--- src/rtl/handshake_rr_arbiter.sv ---
// Round-robin arbiter that merges NUM_REQ valid/ready producers onto one registered
// output channel, locking the grant for multi-beat bursts up to MAX_BEATS beats.
module handshake_rr_arbiter #(
    parameter int NUM_REQ   = 4,
    parameter int DATA_W    = 8,
    parameter int MAX_BEATS = 16
) (
    input  logic                        clk,
    input  logic                        reset,
    input  logic [NUM_REQ-1:0]          valid_pre_i,
    input  logic [NUM_REQ*DATA_W-1:0]   data_i,
    input  logic [NUM_REQ-1:0]          last_i,
    output logic [NUM_REQ-1:0]          ready_pre_o,
    output logic                        valid_post_o,
    input  logic                        ready_post_i,
    output logic [DATA_W-1:0]           data_o,
    output logic                        last_o,
    output logic [$clog2(NUM_REQ)-1:0]  grant_id_o
);

    localparam int IDW  = $clog2(NUM_REQ);
    localparam int CNTW = $clog2(MAX_BEATS + 1);

    typedef enum logic {
        ST_IDLE   = 1'b0,
        ST_LOCKED = 1'b1
    } state_t;

    state_t            r_state;
    state_t            w_state_nxt;
    logic [IDW-1:0]    r_rr_ptr;
    logic [IDW-1:0]    w_rr_ptr_nxt;
    logic [IDW-1:0]    r_lock_id;
    logic [IDW-1:0]    w_lock_id_nxt;
    logic [CNTW-1:0]   r_beat_cnt;
    logic [CNTW-1:0]   w_beat_cnt_nxt;

    logic              r_vld_p1;
    logic [DATA_W-1:0] r_data_p1;
    logic              r_last_p1;
    logic [IDW-1:0]    r_id_p1;

    logic [IDW-1:0]    w_grant;
    logic              w_grant_vld;
    logic [IDW-1:0]    w_scan_idx;
    logic              w_out_ready;
    logic              w_accept;
    logic              w_timeout;
    logic              w_eff_last;
    logic [DATA_W-1:0] w_data_sel;

    // Explicit wrap so non-power-of-two NUM_REQ never indexes past the last requester.
    function automatic logic [IDW-1:0] next_idx(input logic [IDW-1:0] idx);
        if (idx == IDW'(NUM_REQ - 1)) begin
            return '0;
        end
        return idx + IDW'(1);
    endfunction

    assign w_out_ready = ready_post_i | ~r_vld_p1;
    assign w_timeout   = (r_beat_cnt == CNTW'(MAX_BEATS - 1));

    always_comb begin
        w_grant     = '0;
        w_grant_vld = 1'b0;
        w_scan_idx  = r_rr_ptr;
        if (r_state == ST_LOCKED) begin
            w_grant     = r_lock_id;
            w_grant_vld = 1'b1;
        end else begin
            for (int k = 0; k < NUM_REQ; k++) begin
                if (!w_grant_vld && valid_pre_i[w_scan_idx]) begin
                    w_grant     = w_scan_idx;
                    w_grant_vld = 1'b1;
                end
                w_scan_idx = next_idx(w_scan_idx);
            end
        end
    end

    always_comb begin
        ready_pre_o = '0;
        if (w_out_ready && w_grant_vld) begin
            ready_pre_o[w_grant] = 1'b1;
        end
    end

    always_comb begin
        w_data_sel = '0;
        for (int i = 0; i < NUM_REQ; i++) begin
            if (w_grant == IDW'(i)) begin
                w_data_sel = data_i[i*DATA_W +: DATA_W];
            end
        end
    end

    assign w_accept   = w_out_ready & w_grant_vld & valid_pre_i[w_grant];
    assign w_eff_last = last_i[w_grant] | w_timeout;

    always_comb begin
        w_state_nxt    = r_state;
        w_rr_ptr_nxt   = r_rr_ptr;
        w_lock_id_nxt  = r_lock_id;
        w_beat_cnt_nxt = r_beat_cnt;
        if (w_accept) begin
            if (w_eff_last) begin
                w_state_nxt    = ST_IDLE;
                w_rr_ptr_nxt   = next_idx(w_grant);
                w_beat_cnt_nxt = '0;
            end else begin
                w_state_nxt    = ST_LOCKED;
                w_lock_id_nxt  = w_grant;
                w_beat_cnt_nxt = r_beat_cnt + CNTW'(1);
            end
        end
    end

    always_ff @(posedge clk) begin
        if (reset) begin
            r_state    <= ST_IDLE;
            r_rr_ptr   <= '0;
            r_lock_id  <= '0;
            r_beat_cnt <= '0;
        end else begin
            r_state    <= w_state_nxt;
            r_rr_ptr   <= w_rr_ptr_nxt;
            r_lock_id  <= w_lock_id_nxt;
            r_beat_cnt <= w_beat_cnt_nxt;
        end
    end

    // Stage p1: output register; holds everything while downstream stalls a valid beat.
    always_ff @(posedge clk) begin
        if (reset) begin
            r_vld_p1  <= 1'b0;
            r_data_p1 <= '0;
            r_last_p1 <= 1'b0;
            r_id_p1   <= '0;
        end else if (w_out_ready) begin
            r_vld_p1 <= w_accept;
            if (w_accept) begin
                r_data_p1 <= w_data_sel;
                r_last_p1 <= w_eff_last;
                r_id_p1   <= w_grant;
            end
        end
    end

    assign valid_post_o = r_vld_p1;
    assign data_o       = r_data_p1;
    assign last_o       = r_last_p1;
    assign grant_id_o   = r_id_p1;

endmodule

--- config.mk ---
export PLATFORM = sky130hd
export DESIGN_NAME = handshake_rr_arbiter
export DESIGN_NICKNAME = d
export VERILOG_FILES = /design/src/rtl/handshake_rr_arbiter.sv
export SDC_FILE = /design/constraint.sdc
export NUM_CORES = 1
export LEC_CHECK = 0
export ABC_AREA = 1
export CAP_MARGIN = 10
export CORE_ASPECT_RATIO = 1.25
export CORE_MARGIN = 5
export CORE_UTILIZATION = 46
export DETAILED_ROUTE_END_ITERATION = 16
export GPL_TIMING_DRIVEN = 0
export PLACE_DENSITY_LB_ADDON = 0.3
export SYNTH_ARGS = -nofsm -noshare
export SYNTH_HDL_FRONTEND = slang
export SYNTH_SLANG_ARGS = --single-unit
--- constraint.sdc ---
create_clock -name clk -period 3.1 [get_ports clk]
set_input_delay 0.465 -clock clk [delete_from_list [all_inputs] [get_ports clk]]
set_output_delay 0.465 -clock clk [all_outputs]
set_load 0.01 [all_outputs]
# Word level (Yosys, flattened, before mapping)
# Index checks and enable logic that the tools add are counted.
# W data, S select, Z words.
classes:
  n_mux: 54
  n_lt_le_gt_ge: 6
  n_addsub: 5
  n_bitwise: 6
  reduce_logical: 12
  n_eq_ne: 7
ops:
  columns: ["cell", "n"]
  rows:
  - ["$mux W2", 16]
  - ["$mux W8", 4]
  - ["$mux W1", 25]
  - ["$lt A2 B3 Y1 const B", 5]
  - ["$bmux W1 S2", 6]
  - ["$eq A2 B2 Y1 const B", 5]
  - ["$add A2 B1 Y2 const B", 4]
  - ["$reduce_and A2 Y1", 3]
  - ["$add A5 B1 Y5 const B", 1]
  - ["$eq A5 B4 Y1 const B", 1]
  - ["$logic_and A1 B1 Y1", 5]
  - ["$mux W5", 1]
  - ["$mux W4", 1]
  - ["$logic_not A1 Y1", 3]
  - ["$and A1 B1 Y1", 2]
  - ["$demux W1 S2", 1]
  - ["$eq A2 B1 Y1 const B", 1]
  - ["$ge A2 B1 Y1 const B", 1]
  - ["$logic_not A2 Y1", 1]
  - ["$not A1 Y1", 2]
  - ["$or A1 B1 Y1", 2]
word_totals:
  word_cells: 98
  ff_bits: 22

# Logic depth before layout (Yosys ltp)
# Gate-level depths: netlist of run 1.
logic_depth:
  word_depth: 26
  ltp_mapped: 23

# Worst setup path after synthesis of run 1
# OpenSTA, ideal clock, no wires.
synth_path:
  path_type: "register -> output"
  startpoint: "reg r_rr_ptr[1]"
  endpoint: "out ready_pre_o[1]"
  n_path_buf: 1
  required_time_ns: 2.635
  path_stages_with_launch: 17
  t_arrival_ns: 2.334
  path_slack_ns: 0.301
  cell_sequence: "dfxtp_1 ha_1 inv_2 o21ai_0 nand3_1 nand2_2 inv_2 nand2_1 nand3_1 nand2_2 nand2_4 nand2_4 inv_1 ha_1 clkbuf_1 clkinv_1 nor2_1"
synth_between:
  elab_chain_len: 25
synth_rtl:
  columns: ["element", "line", "source"]
  rows:
  - ["start: declaration", "31", "logic [IDW-1:0] r_rr_ptr;"]
  - ["start signal: assignment", "126", "r_rr_ptr <= w_rr_ptr_nxt;"]
  - ["$eq A2 B2 Y1", "54", "if (idx == IDW'(NUM_REQ - 1)) begin"]
  - ["$mux W1", "54", null]
  - ["$mux W1", "67", "if (r_state == ST_LOCKED) begin"]
  - ["$mux W2", "57", "return idx + IDW'(1);"]
  - ["$mux W2", "67", null]
  - ["$eq A2 B2 Y1", "54", null]
  - ["$mux W1", "54", null]
  - ["$mux W1", "67", null]
  - ["[10 not listed]", null, null]
  - ["$mux W2 *", "72", "if (!w_grant_vld && valid_pre_i[w_scan_idx]) begin"]
  - ["$mux W2 *", "67", null]
  - ["net w_grant[0]", "43", "logic [IDW-1:0] w_grant;"]
  - ["$lt A2 B3 Y1 (not written as such) / $ge A2 B1 Y1 (equally long branches)", "84", "ready_pre_o[w_grant] = 1'b1;"]
  - ["$logic_and A1 B1 Y1 (not written as such)", "84", null]
  - ["$mux W1 (not written as such)", "84", null]
  - ["$demux W1 S2 *", "84", null]
  - ["$mux W4 *", "83", "if (w_out_ready && w_grant_vld) begin"]
  - ["end: declaration", "13", "output logic [NUM_REQ-1:0] ready_pre_o,"]
# The timed path passes the listed nets; every way through them passes the cells marked *. The select of a mux whose other input is x is not followed.

# Final worst setup path of run 1
layout_path:
  startpoint: "reg r_rr_ptr[1]"
  endpoint: "out ready_pre_o[3]"
# The elaborated chain is that of the path after synthesis.

==> results of run 1 <==
==> registers in the layout, indices dropped and copies added (netlist names) <==
signal	flops
grant_id_o	2
last_o	1
r_beat_cnt	5
r_lock_id	2
r_state	1
r_rr_ptr	2
valid_post_o	1
data_o	8
==> final cells by class <==
class / instances / area share, %
multi-input combinational: 217 / 46.1
timing repair buffer: 68 / 24.5
sequential: 22 / 17.3
inverter: 31 / 5.30
buffer: 6 / 2.04
tap: 40 / 1.94
clock buffer: 3 / 1.60
clock inverter: 1 / 1.17
==> stage by stage <==
step / utilization [%] / hold slack [ns] / setup TNS [ns] / total power, uW
6_report: 69.1 / 0.457 / 0 / 3080
5_1_grt: 69.1 / 0.489 / 0 / 3390
4_1_cts: 68.4 / 0.456 / 0 / 3010
3_5_place_dp: 63.7 / 0.440 / -5.36 / 2520
3_3_place_gp: 63.7 / 0.433 / -5.02 / 2490
2_1_floorplan: - / 0.440 / 0 / 1950
==> worst max-delay path, stage by stage (launching register included) <==
cell and delay, ns:
sky130_fd_sc_hd__dfxtp_4 0.37, sky130_fd_sc_hd__ha_4 0.30, sky130_fd_sc_hd__inv_2 0.06, sky130_fd_sc_hd__nand2_1 0.08, sky130_fd_sc_hd__nand3_1 0.09, sky130_fd_sc_hd__nand2_2 0.13, sky130_fd_sc_hd__inv_2 0.03, sky130_fd_sc_hd__nand2_1 0.05
sky130_fd_sc_hd__nand3_1 0.08, sky130_fd_sc_hd__nand2_2 0.09, sky130_fd_sc_hd__nand2_4 0.09, sky130_fd_sc_hd__nand2_8 0.11, sky130_fd_sc_hd__clkinvlp_4 0.14, sky130_fd_sc_hd__ha_4 0.18, sky130_fd_sc_hd__clkbuf_4 0.16, sky130_fd_sc_hd__inv_1 0.06
sky130_fd_sc_hd__nor2_1 0.04, sky130_fd_sc_hd__clkbuf_2 0.13
==> power groups by stage <==
stage | Sequential (uW) | Combinational (uW) | Clock, uW
2_1_floorplan | 405 | 1550 | 0
5_1_grt | 403 | 2700 | 285
6_report | 394 | 2420 | 266
3_3_place_gp | 392 | 2090 | 0
4_1_cts | 394 | 2350 | 269
3_5_place_dp | 394 | 2120 | 0
==> synth_stat cells, drive strengths merged <==
library cell	count	area (um^2)
ha	7	87.6
nand3b	1	7.51
nand4	4	25.0
clkinv	1	3.75
inv	30	118
dfxtp	22	440
nand3	32	198
nand2	97	414
or2	1	6.26
xor2	1	8.76
nor2	30	149
buf	4	41.3
o21ai	21	105
clkbuf	6	22.5
a21oi	23	115
==> metal layers <==
| layer | global-route usage [%] | part of all wire (%) | up-vias | wire (um) |
|---|---|---|---|---|
| met1 | 23.2 | 45 | 876 | 2110 |
| met3 | 1.70 | 2.8 | 6 | 134 |
| met2 | 33.9 | 51 | 35 | 2440 |
| li1 | - | - | 1034 | - |
| met4 | 5.39 | 1.1 | 0 | 52 |
| met5 | 0 | 0 | - | 0 |
==> how the worst max path moves through the flow <==
stage                              start             end  slack (ns)  depth (start not counted)
after floorplan              r_rr_ptr[1]  ready_pre_o[1]        0.30                         16
after global placement    valid_pre_i[3]  ready_pre_o[1]       -0.82                         17
after detailed placement  valid_pre_i[3]  ready_pre_o[1]       -0.85                         16
after CTS                    r_rr_ptr[1]  ready_pre_o[3]        0.02                         17
after global routing         r_rr_ptr[1]  ready_pre_o[3]       0.005                         17
final                        r_rr_ptr[1]  ready_pre_o[3]        0.20                         17
==> logic make-up after synthesis <==
group,count (synthesis),synth area share (%)
simple gates,165,45.9
compound gates,44,12.6
buf+inv,41,10.6
flops,22,25.3
fa+ha+maj,7,5.03
xor+xnor,1,0.503
==> repair_timing <==
action | CTS | global route
setup endpoints to repair | 12 | 4
gates resized for setup | 27 | 10
setup buffers | 5 | 5
pin swaps | 2 | 3
==> qor.yml, run 1 <==
initial_utilization_pct: 46.8
register_area_um2: 445
htreeDepth: 1
worst_setup_path_end_kind: "output port"
final_nets: 399
timing.hold.worst_path_depth: 2
num_rows: 25
fp.dieW_um: 65.0
proportion_of_power_drawn_by_flip_flops_and_latches_pct: 12.8
tritoncts_clock_tree: "yes"
layout.cells.most_common_list: "sky130_fd_sc_hd__nand2_1 (85), sky130_fd_sc_hd__clkdlybuf4s50_1 (50), sky130_fd_sc_hd__nand3_1 (26)"
floorplan.core_area_mm2: 0.00372
layout.cells.non_filler: 388
worst-setup-path-type: "flip-flop to output port"
drtAntennaViolNets: 0
synth_seq_area_share_pct: 25.3
syn_inst: 280
yosys.cell_types.count: 26
num_vias: 1951
cts.hold.buffers_added: 0
synth.net_count: 330
r2r_cells: 20
number_of_buffers_added_by_the_clock_tree_synthesis_step: 3
clock_tree.root_cell: "sky130_fd_sc_hd__clkbuf_8"
dpl.cell_count: 378
max-vdd-ir-drop_mv: 0.650
grtUsageTotal_pct: 18.7
syn2layout_area_growth_pct: 47.8
detailedRoute.firstIterationViolations: 140
pre_cts_ws_ns: -0.846
pwr-share-comb_pct: 78.5
routed_wl_um: 4740
static-leakage-power_uw: 0.00115
most_common_cell_after_layout_fill_and_taps_aside: "sky130_fd_sc_hd__nand2_1"
synth.avg_cell_area_um2: 6.22
slew_viol_final: 0
timing.critical_path.arrival_ns: 2.44
slew_headroom_pct: 71.9
dp_hpwl_um: 3730
grt_overflow: 0
r2r_slack_ns: 0.48
timing.final.setup_violations: 0
timing.final.hold_violations: 0
stdcell_area_mm2: 0.00257
wire_length_per_cell_after_detailed_routing_um: 12.2
clkSlewWorstSetupHoldPaths_ns: 0.08
cts_max_path_buffers: 2
gp_congestion: 0.872
drt_first_pass_iters: 4
vias_per_cell: 5.03
pin_count_of_the_biggest_net_entering_global_routing: 14
placedInstanceArea_mm2: 0.00237
grt_pass1_vias: 1828
fin_crit_sh_pct: 93.6
portBuffers: 58
floorplan.die.height_um: 78.8
hold_path_class: "flip-flop to flip-flop"
syn_area_mm2: 0.00174
grt_setup_unrepaired: "no"
fillCellCount: 328
share_clk_of_total_power_pct: 8.7
first_pass_grt_wire_length_um: 7800
ys_ff_latch: 22
die-area_mm2: 0.00512
clk-insertion-delay-late_ns: 0.26
min_from: "grant_id_o[1]"
worstReg2RegStart: "r_rr_ptr[1]"
antenna_cells_inserted: 0
numClockSinks: 22
layout_cell_share_with_drive_strength_beyond_1_pct: 18.1
multiInputGateArea_mm2: 0.00119
cellPowerDensity_mw_per_mm2: 1200
post-route-min-period_ns: 2.90
hold_crit_endpoint: "grant_id_o[1]"
r2r_end: "data_o[5]"
yosys_warnings: 0
worstPathRequired_ns: 2.63
clock_skew_ns: 0.00378
power.internal_uw: 1520
final_critical_path_setup_slack_ns: 0.197
netSwitchingPower_uw: 1550
worst_slew_pin_slew_ns: 0.421
drt_drc_violations_left: 0
antenna_violations_before_repair: 0
timing.critical_path.from_type: "flip-flop"
power_switching_share_pct: 50.5
status: "finished, final reports clean"
max_freq_mhz: 344
highest_net_fanout_along_the_worst_path: 10
boundaryPins: 59
drv_cap: 0
(Power assumes the default switching activity.)
==> inputs of run 2 (changes only) <==
--- a/config.mk
+++ b/config.mk
@@ -5,11 +5,11 @@
 export SDC_FILE = /design/constraint.sdc
 export NUM_CORES = 1
 export LEC_CHECK = 0
-export ABC_AREA = 1
 export CAP_MARGIN = 10
 export CORE_ASPECT_RATIO = 1.25
 export CORE_MARGIN = 5
 export CORE_UTILIZATION = 46
+export CTS_CLUSTER_DIAMETER = 60
 export DETAILED_ROUTE_END_ITERATION = 16
 export GPL_TIMING_DRIVEN = 0
 export PLACE_DENSITY_LB_ADDON = 0.3
==> run 2 against run 1 <==
Against the previous run: the run now ends with setup timing left; worst hold slack improved by 0.028 ns; register-to-register slack got worse by 0.71 ns; non-clock buffer count rose by 40; first-iteration DRC count rose by 56%; via count rose by 19%; sequential power rose by 8.1%; clock-buffer cell count did not move; combinational power rose by 37%; critical path type is now flip-flop to flip-flop; largest power group unchanged.
==> qor.yml, run 2 <==
drtAntennaViolNets: 0
syn_area_mm2: 0.00180
hold_path_class: "flip-flop to flip-flop"
initial_utilization_pct: 47.7
total_power_uw: 4020
synth_flop_type: "sky130_fd_sc_hd__dfxtp_1"
num_vias: 2316
layout.cells.most_common_list: "sky130_fd_sc_hd__clkdlybuf4s50_1 (51), sky130_fd_sc_hd__nor2_1 (31), sky130_fd_sc_hd__buf_4 (31)"
fin_hold_ws_ns: 0.485
status: "finished with violations"
clk-insertion-delay-late_ns: 0.27
gp_congestion: 0.901
min_from: "r_lock_id[1]"
timing.critical_path.arrival_ns: 3.47
static-leakage-power_uw: 0.00130
synth-edff-count: 0
violations_in_the_final_reports: "setup timing"
slew_headroom_pct: 60.3
clkSlewWorstSetupHoldPaths_ns: 0.08
drt_first_pass_iters: 4
final_nets: 375
pin_count_of_the_biggest_net_entering_global_routing: 14
syn2layout_area_growth_pct: 83.9
cellPowerDensity_mw_per_mm2: 1210
worst_slew_pin_slew_ns: 0.595
worst-setup-path-type: "flip-flop to flip-flop"
number_of_buffers_added_by_the_clock_tree_synthesis_step: 3
syn_inst: 227
most_common_cell_after_layout_fill_and_taps_aside: "sky130_fd_sc_hd__clkdlybuf4s50_1"
largest_register_ff_count: 8
layout.cells.non_filler: 378
yosys_warnings: 0
first_pass_grt_wire_length_um: 10300
dpl.cell_count: 339
fin_crit_sh_pct: 108
antenna_cells_inserted: 0
crit_path_cell_trace: "ha_4 > or4_4 > a211o_1 > a32o_2 > o211ai_4 > nand2_4 > buf_6 > buf_6 > mux4_2 > or2_4 > nor2_4 > a211oi_2"
ys_ff_latch: 22
r2r_cells: 12
synth_seq_area_share_pct: 24.4
synth.area.top_cells: "sky130_fd_sc_hd__dfxtp_1 (24%), sky130_fd_sc_hd__a21oi_1 (7.2%), sky130_fd_sc_hd__nor2_1 (7.1%), sky130_fd_sc_hd__ha_1 (4.9%), sky130_fd_sc_hd__mux2_2 (4.4%)"
post-route-min-period_ns: 3.33
detailedRoute.firstIterationViolations: 218
timing.final.setup_violations: 23
slowest_stage: "sky130_fd_sc_hd__or4_4"
asyncSetResetFlopFracSynth_pct: 0
cell_with_the_most_instances_after_synthesis: "sky130_fd_sc_hd__nor2_1"
drv_cap: 0
synth_area_leader_cell: "sky130_fd_sc_hd__dfxtp_1"
layout_cell_share_with_drive_strength_beyond_1_pct: 41.4
grtUsageTotal_pct: 25.0
grt_pass1_vias: 2271
pre_cts_ws_ns: -1.19
clock_tree.root_cell: "sky130_fd_sc_hd__clkbuf_8"
highest_net_fanout_along_the_worst_path: 7
grt_overflow: 0
path_common_cell: "sky130_fd_sc_hd__buf_6"
fp.dieW_um: 66.0
max_freq_mhz: 300
dp_hpwl_um: 3880
clock_skew_ns: 0.00295
antenna_violations_before_repair: 0
timing.critical_path.slowest_cell_delay_ns: 0.48
worstPathRequired_ns: 3.23
floorplan.core_area_mm2: 0.00378
die-area_mm2: 0.00528
cts_max_path_buffers: 2
numClockSinks: 22
synth.top_cells.by_count: "sky130_fd_sc_hd__nor2_1 (34), sky130_fd_sc_hd__a21oi_1 (26), sky130_fd_sc_hd__dfxtp_1 (22)"
yosys.cell_types.count: 56
floorplan.die.height_um: 80.0
num_rows: 25
timing.final.hold_violations: 0
worstReg2RegStart: "r_rr_ptr[0]"
max-vdd-ir-drop_mv: 0.698
vias_per_cell: 6.13
r2r_end: "r_lock_id[0]"
routed_wl_um: 7220
wire_length_per_cell_after_detailed_routing_um: 19.1
stdcell_area_mm2: 0.00332
synth.avg_cell_area_um2: 7.95
tritoncts_clock_tree: "yes"
slew_viol_final: 0
htreeDepth: 1
hold_crit_endpoint: "r_lock_id[1]"
r2r_slack_ns: -0.23
worst_setup_path_end_kind: "flip-flop"
synth_top_area_share_pct: 24.4
drt_drc_violations_left: 0
grt_setup_unrepaired: "yes"
placedInstanceArea_mm2: 0.00249
boundaryPins: 59
timing.critical_path.from_type: "flip-flop"
synth.net_count: 277
timing.hold.worst_path_depth: 1
final_critical_path_setup_slack_ns: -0.233
portBuffers: 58
==> run 2: cell types whose count changed in the layout (fill, tap and decap cells not counted), sizes merged, moves of 10 or more <==
cell,before,now
a211oi,0,10
nand2,97,5
inv,28,6
o21ai,21,8
nand3,32,6
buf,14,54
==> run 2: through the flow <==
| stage | utilization [%] | setup TNS, ns |
|---|---|---|
| 3_3_place_gp | 65.7 | -15.79 |
| 6_report | 87.7 | -4.15 |
| 2_1_floorplan | - | -0.00450 |
| 3_5_place_dp | 65.7 | -17.30 |
| 5_1_grt | 87.7 | -6.68 |
| 4_1_cts | 81.2 | -3.29 |
==> run 2: metal layers <==
metal	vias up	global-route usage (%)	share of wire, %
met2	132	46.4	52
li1	1043	-	-
met1	1102	25.9	35
met4	0	9.76	4.6
met5	-	0	0
met3	39	6.90	8.0
==> run 2: kinds of logic (layout without fill, tap and decap cells) <==
kind of cell,count (synthesis),count (layout),share of synthesized area [%]
flops,22,22,24.4
mux,14,14,8.95
buf+inv,27,124,6.59
compound gates,82,82,33.1
simple gates,75,75,22.1
fa+ha+maj,7,7,4.85
==> run 2: worst max path at each step <==
stage | start | to | slack [ns]
2_1_floorplan | r_rr_ptr[1] | ready_pre_o[2] | -0.004
3_3_place_gp | valid_pre_i[3] | ready_pre_o[3] | -1.12
3_5_place_dp | valid_pre_i[3] | ready_pre_o[3] | -1.19
4_1_cts | r_rr_ptr[1] | ready_pre_o[2] | -0.20
5_1_grt | r_rr_ptr[0] | data_o[3] | -0.41
6_report | r_rr_ptr[0] | r_lock_id[0] | -0.23
==> run 2: cell type report <==
type | instances | area (um^2)
clock inverter | 1 | 30.0
fill | 169 | 467
clock buffer | 3 | 41.3
timing repair buffer | 98 | 912
inverter | 6 | 25.0
multi-input combinational | 178 | 1620
sequential | 22 | 448
tap | 54 | 67.6
buffer | 16 | 173
==> run 2: repair_timing <==
| item | CTS | global route |
|---|---|---|
| hold buffers | 0 | 0 |
| gates cloned | 0 | 0 |
| pin swaps | 21 | 26 |
| gates resized for setup | 98 | 42 |
| endpoints found under the setup margin | 25 | 26 |
| setup buffers | 28 | 13 |
==> run 2: report_power, final <==
part	switching (uW)	total [uW]	internal [uW]	leakage, uW
clock	99.2	272	173	0.0000357
sequential	56.6	426	369	0.000182
combinational	1670	3320	1660	0.00108
==> run 2: worst max-delay path, delay by kind of cell (launching register included) <==
| kind | cells | cell delay, ns |
|---|---|---|
| AO/OA/AOI/OAI | 4 | 0.79 |
| buffers and inverters | 2 | 0.25 |
| AND/OR/NAND/NOR | 4 | 1.05 |
| flip-flops | 1 | 0.36 |
| adder cells (fa/ha/maj) | 1 | 0.28 |
| multiplexers | 1 | 0.47 |
